<file path="src/rtl/monopix.sv">
// monopix: scaled pixel-matrix readout with LE/TE gray timestamps,
// token/freeze/read column-drain arbitration and a serial config register.
module monopix #(
  parameter int N_COL = 4,
  parameter int N_ROW = 8
) (
  input  logic                   clk_bx,
  input  logic                   reset,
  input  logic                   reset_bcid,
  input  logic [N_COL*N_ROW-1:0] ana_hit,
  input  logic                   inj_pulse,
  input  logic                   freeze,
  input  logic                   read,
  output logic                   token,
  output logic                   data_out,
  input  logic                   def_conf,
  input  logic                   si_conf,
  input  logic                   shift_conf,
  input  logic                   ld_conf,
  output logic                   so_conf
);
  localparam int NP = N_COL * N_ROW;
  localparam int L  = N_ROW + N_COL + NP;
  localparam int IW = (NP > 1) ? $clog2(NP) : 1;

  typedef enum logic [1:0] {IDLE, HIGH, DONE, READY} pix_t;

  logic [5:0]             bcid;
  logic [5:0]             gray;
  logic [L-1:0]           sr;
  logic [L-1:0]           act;
  logic [NP-1:0]          en;
  logic [NP-1:0]          hit;
  logic [NP-1:0]          hit_q;
  logic [N_COL-1:0]       inj_col;
  logic [N_ROW-1:0]       inj_row;
  pix_t                   st [NP];
  logic [NP-1:0][5:0]     le;
  logic [NP-1:0][5:0]     te;
  logic [26:0]            shreg;
  logic [IW-1:0]          win;
  logic [5:0]             win_col;
  logic [8:0]             win_row;
  logic                   take;

  assign gray     = bcid ^ (bcid >> 1);
  assign so_conf  = sr[L-1];
  assign data_out = shreg[26];
  assign take     = read & token;

  always_ff @(posedge clk_bx) begin
    if (reset || reset_bcid) bcid <= '0;
    else bcid <= bcid + 6'd1;
  end

  always_ff @(posedge clk_bx) begin
    if (reset) begin
      sr  <= '0;
      act <= '0;
    end else begin
      if (shift_conf) sr <= {sr[L-2:0], si_conf};
      if (ld_conf) act <= sr;
    end
  end

  always_comb begin
    en      = def_conf ? '1 : act[NP-1:0];
    inj_col = def_conf ? '0 : act[NP +: N_COL];
    inj_row = def_conf ? '0 : act[NP+N_COL +: N_ROW];
    hit     = '0;
    for (int c = 0; c < N_COL; c++)
      for (int r = 0; r < N_ROW; r++)
        hit[c*N_ROW+r] = en[c*N_ROW+r]
          & (ana_hit[c*N_ROW+r]
          | (inj_pulse & inj_col[c] & inj_row[r]));
  end

  // Scan downward so the lowest column, then lowest row, wins.
  always_comb begin
    token   = 1'b0;
    win     = '0;
    win_col = '0;
    win_row = '0;
    for (int c = N_COL-1; c >= 0; c--)
      for (int r = N_ROW-1; r >= 0; r--)
        if (st[c*N_ROW+r] == READY) begin
          token   = 1'b1;
          win     = IW'(c*N_ROW+r);
          win_col = 6'(c);
          win_row = 9'(r);
        end
  end

  always_ff @(posedge clk_bx) begin
    if (reset) begin
      hit_q <= '0;
      le    <= '0;
      te    <= '0;
      for (int i = 0; i < NP; i++) st[i] <= IDLE;
    end else begin
      hit_q <= hit;
      for (int i = 0; i < NP; i++) begin
        unique case (st[i])
          IDLE:
            if (hit[i] && !hit_q[i]) begin
              le[i] <= gray;
              st[i] <= HIGH;
            end
          HIGH:
            if (!hit[i]) begin
              te[i] <= gray;
              st[i] <= freeze ? DONE : READY;
            end
          DONE:
            if (!freeze) st[i] <= READY;
          READY: ;
        endcase
        // Readout clear and disable override any edge this cycle.
        if (!en[i] || (take && win == IW'(i)))
          st[i] <= IDLE;
      end
    end
  end

  always_ff @(posedge clk_bx) begin
    if (reset) shreg <= '0;
    else if (take)
      shreg <= {win_col, te[win], le[win], win_row};
    else shreg <= {shreg[25:0], 1'b0};
  end

endmodule

</file>
<file path="config.mk">
export PLATFORM = sky130hd
export DESIGN_NAME = monopix
export DESIGN_NICKNAME = d
export VERILOG_FILES = /design/src/rtl/monopix.sv
export SDC_FILE = /design/constraint.sdc
export NUM_CORES = 1
export LEC_CHECK = 0
export ABC_CLOCK_PERIOD_IN_PS = 4800
export CAP_MARGIN = 10
export CORE_ASPECT_RATIO = 1.25
export CORE_UTILIZATION = 65
export DETAILED_ROUTE_END_ITERATION = 8
export PLACE_DENSITY = 0.91
export SETUP_SLACK_MARGIN = 0.3
export SLEW_MARGIN = 20
export SYNTH_ARGS = -nofsm -noshare
export SYNTH_HDL_FRONTEND = slang
export SYNTH_SLANG_ARGS = --single-unit
export TNS_END_PERCENT = 10
</file>
<file path="constraint.sdc">
create_clock -name clk_bx -period 4.8 [get_ports clk_bx]
set_clock_uncertainty 0.2 [all_clocks]
set_input_delay 0.96 -clock clk_bx [delete_from_list [all_inputs] [get_ports clk_bx]]
set_output_delay 0.96 -clock clk_bx [all_outputs]
set_load 0.01 [all_outputs]
</file>
# Yosys cells after proc, flatten, opt, wreduce, memory -nomap -nowiden
# Memory sizes are Yosys's and may differ from the RTL's.
# Cells that the tools add are included.
classes:
  div_mod_pow: 0
  n_addsub: 1
  n_mux: 716
  magnitude_cmp: 1
  n_mul: 0
  n_reduce_logical: 259
  shifts: 0
  bitwise_logic: 263
  n_eq_ne: 127
ops:
  columns: ["op", "count"]
  rows:
  - ["$mux W1", 484]
  - ["$mux W9", 31]
  - ["$mux W2", 129]
  - ["$mux W6", 33]
  - ["$mux W5", 32]
  - ["$or A1 B1 Y1", 160]
  - ["$eq A2 B2 Y1 const B", 64]
  - ["$reduce_and A2 Y1", 64]
  - ["$eq A5 B5 Y1 const B", 16]
  - ["$and A1 B1 Y1", 69]
  - ["$eq A2 B1 Y1 const B", 32]
  - ["$logic_and A1 B1 Y1", 64]
  - ["$logic_not A1 Y1", 64]
  - ["$logic_not A2 Y1", 32]
  - ["$bmux W6 S5", 2]
  - ["$eq A5 B4 Y1 const B", 8]
  - ["$logic_or A1 B1 Y1", 33]
  - ["$not A1 Y1", 33]
  - ["$mux W32", 1]
  - ["$mux W27", 1]
  - ["$eq A5 B3 Y1 const B", 4]
  - ["$eq A5 B2 Y1 const B", 2]
  - ["$mux W8", 1]
  - ["$add A6 B1 Y6 const B", 1]
  - ["7 further kinds", 7]
totals:
  in_bits: 42
  latchBits: 0
  ram_bits: 64
  n_memories: 1
  output_inout_bits: 3
  rom_bits: 0
  register_bits: 537
  elab_cells: 1438
memory_table:
  columns: ["name", "depth", "word_bits", "rd", "rd_ports_with_merged_regs", "wr", "line_no", "source"]
  rows:
  - ["st", 32, 2, 32, 0, 32, "37", "pix_t st [NP];"]

# Longest topological paths before layout
# An unclocked memory read counts as a cell.
logic_depth:
  word_depth: 41
  depth_mapped: 13
  depth_no_buf: 10

# Least setup slack after synthesis
# OpenSTA, ideal clock, no wires.
synth_path:
  path_type: "input-to-reg"
  start: "in def_conf"
  end: "mem st[1][22] (netlist name), enable pin"
  setup_ns: 0.292
  setup_slack_ns: 1.501
  n_path_buf: 3
  cell_stages: 9
  t_arrival_ns: 2.807
  required_time_ns: 4.308
  cell_sequence: "clkbuf_1 -> nor2b_1 -> and2_1 -> clkbuf_1 -> a21oi_1 -> or2_2 -> or4_1 -> clkbuf_1 -> or3b_2"
synth_rtl:
  columns: ["element", "line_no", "source"]
  rows:
  - ["start: declaration", "16", "input logic def_conf,"]
  - ["end: declaration", "37", null]

==> results.sh <==
export IMPL_placed_area_um2=27650
export IMPL_cap_violations=0
export IMPL_syn_mean_instance_area_um2=8.820
export IMPL_h_tree_depth=2
export IMPL_vias=23063
export IMPL_status="finished clean"
export IMPL_layout_nets=3026
export IMPL_dp_cells=3473
export IMPL_synth_top_area_share_pct=39.57
export IMPL_period_share_pct=91.14
export IMPL_final_cells=3578
export IMPL_crit_path_start_kind="register"
export IMPL_arrival_ns=3.21
export IMPL_power_density_nw_per_um2=428.8
export IMPL_irDropWorstVdd_uv=378.6
export IMPL_max_freq_ghz=0.2286
export IMPL_ys_types=62
export IMPL_wl_mm=77.98
export IMPL_antenna_found_initial=2
export IMPL_core_area_um2=41120
export IMPL_yosysTopAreaCell="dfxtp_1"
export IMPL_synth_warnings=0
export IMPL_critPathKind="register to primary output"
export IMPL_die_area_um2=42620
export IMPL_io_buffers=44
export IMPL_clkTransAtPathRegs_ns=0.06
export IMPL_ys_flop_type="dfxtp_1"
export IMPL_slew_violations=0
export IMPL_p_leak_nw=12.79
export IMPL_holdCritPathClass="register to register"
export IMPL_drc_errors=0
export IMPL_numCtsBuffers=57
export IMPL_hold_violations=0
export IMPL_dieWidth_um=184.9
export IMPL_ant_nets=0
export IMPL_yosys_register_bits=601
export IMPL_rsz0062_at_grt="no"
export IMPL_syn_inst=3080
export IMPL_synth_edf_count=64
export IMPL_overflow=0
export IMPL_insertion_delay_ns=0.61
export IMPL_final_cell_mix="nor2_1 (568), dfxtp_1 (536), mux2i_1 (465), nand2_1 (418), a21oi_1 (255)"
export IMPL_die_h_um=230.6
export IMPL_fillers=2857
export IMPL_regArea_um2=12670
export IMPL_synth_area_um2=27160
export IMPL_clk_path_buf_depth=3
export IMPL_post_cts_buffers=0
export IMPL_initial_core_util_pct=66.06
export IMPL_async_flop_share_pct=0
export IMPL_wl_per_cell_um=21.80
export IMPL_final_common_cell="nor2_1"
export IMPL_crit_fanout=6
export IMPL_diodes=0
export IMPL_syn_nets=3126
export IMPL_tns_ns=0
export IMPL_synthToLayoutAreaGrowth_pct=8.728
export IMPL_r2r_slack_ns=0.52
export IMPL_grt_pass1_vias=22612
export IMPL_setup_viol=0
export IMPL_rows=83
export IMPL_cts_tree="built"
export IMPL_endpoint_kind="primary output"
export IMPL_crit_required_ns=3.64
export IMPL_pin_count=45
export IMPL_grt_max_degree=159
export IMPL_grtUsageTotal_pct=36.06
export IMPL_clkSinkCount=601
export IMPL_fin_util_pct=71.82
export IMPL_gp_congestion=0.9339
export IMPL_clockRootBuffer="clkbuf_16"
export IMPL_seq_area_frac_synth_pct=46.65
export IMPL_slew_headroom_pct=31.99
export IMPL_grt_pass1_wl_mm=120.3
export IMPL_multi_input_area_um2=13470
export IMPL_fin_crit_ns=4.375
export IMPL_yosys_top_cells_area="dfxtp_1 (40%), mux2i_1 (17%), nor2_1 (7.8%)"
export IMPL_hold_ws_ns=0.2306
export IMPL_firstDrtPassIters=6
export IMPL_postLayoutCellArea_um2=29540
export IMPL_tightest_slew_ns=1.020
export IMPL_drt_iter0_markers=2671
export IMPL_via_per_inst=6.446
export IMPL_drive_above_1_share_pct=7.270
export IMPL_dp_hpwl_mm=50.92
## layout make-up
type / count / area share [%]
Multi-Input combinational cell: 2228 / 45.59
Sequential cell: 601 / 42.91
Clock buffer: 85 / 5.816
Timing Repair Buffer: 82 / 2.652
Tap cell: 552 / 2.338
Clock inverter: 20 / 0.5677
Inverter: 10 / 0.1271
## logic make-up after synthesis
family | after synthesis | share of synthesized area (%)
xor+xnor | 5 | 0.1612
compound gates | 504 | 11.92
simple gates | 1245 | 19.77
buf+inv | 251 | 3.975
flops | 601 | 46.65
fa+ha+maj | 4 | 0.1842
mux | 470 | 17.34
## per-layer routing
metal  vias up  wire length, um  GRT usage [%]
li1      10356                -              -
met4         2             5688          25.96
met2      1353            37090          59.90
met5         -               13              0
met3       346             7226          7.430
met1     11006            27970          40.99
## power breakdown
group          internal [mW]  switching [mW]  total [mW]
logic                  0.820            1.93        2.75
clock network           2.59            1.99        4.57
registers               5.22           0.127        5.35
## cells in the mapped netlist, types with 10 or more instances
master / instances
a211o_1: 23
a211oi_1: 21
a21boi_0: 32
a21o_1: 18
a21oi_1: 255
a221oi_1: 27
a22oi_1: 20
and2_1: 21
buf_1: 25
buf_2: 38
buf_6: 10
clkbuf_1: 164
dfxtp_1: 537
edfxtp_1: 64
mux2i_1: 465
nand2_1: 418
nand2b_1: 40
nand3_1: 19
nand3b_1: 28
nor2_1: 568
nor2b_1: 13
nor3_1: 18
o211ai_1: 52
or2_2: 65
or3b_1: 13
or4_1: 11
## through the flow
stage	worst slack, ns	power, mW
3_5_place_dp	0.6855	8.057
5_1_grt	0.3267	12.97
6_report	0.4253	12.66
4_1_cts	0.4122	12.53
2_1_floorplan	1.501	7.267
3_3_place_gp	0.7102	7.988
## worst max-delay path, cell delays in order (launching register included)
cell and delay, ns:
edfxtp_1 0.46, a22oi_1 0.40, and3_1 0.29, nand3_1 0.16, nor3_2 0.43, nand2_1 0.30, clkdlybuf4s50_1 0.56
## registers in the layout, indices dropped and copies added (netlist names)
name	cells
st	64
te	192
bcid	6
le	192
sr	44
shreg	27
hit_q	32
act	44
## worst paths after layout
check,start,to,depth (start not counted)
max reg2reg,st[1][15]$_SDFFCE_PP0P_,shreg[13]$_SDFF_PP0_,11
min reg2reg,shreg[24]$_SDFF_PP0_,shreg[25]$_SDFF_PP0_,1
max,st[0][8]$_SDFFCE_PP0P_,token,6
min,shreg[24]$_SDFF_PP0_,shreg[25]$_SDFF_PP0_,1
## what timing repair did
action | in CTS | in global routing
resized for setup | 0 | 1
hold buffers | 0 | 0
endpoints found under the setup margin | 0 | 1
(Power assumes the default switching activity.)
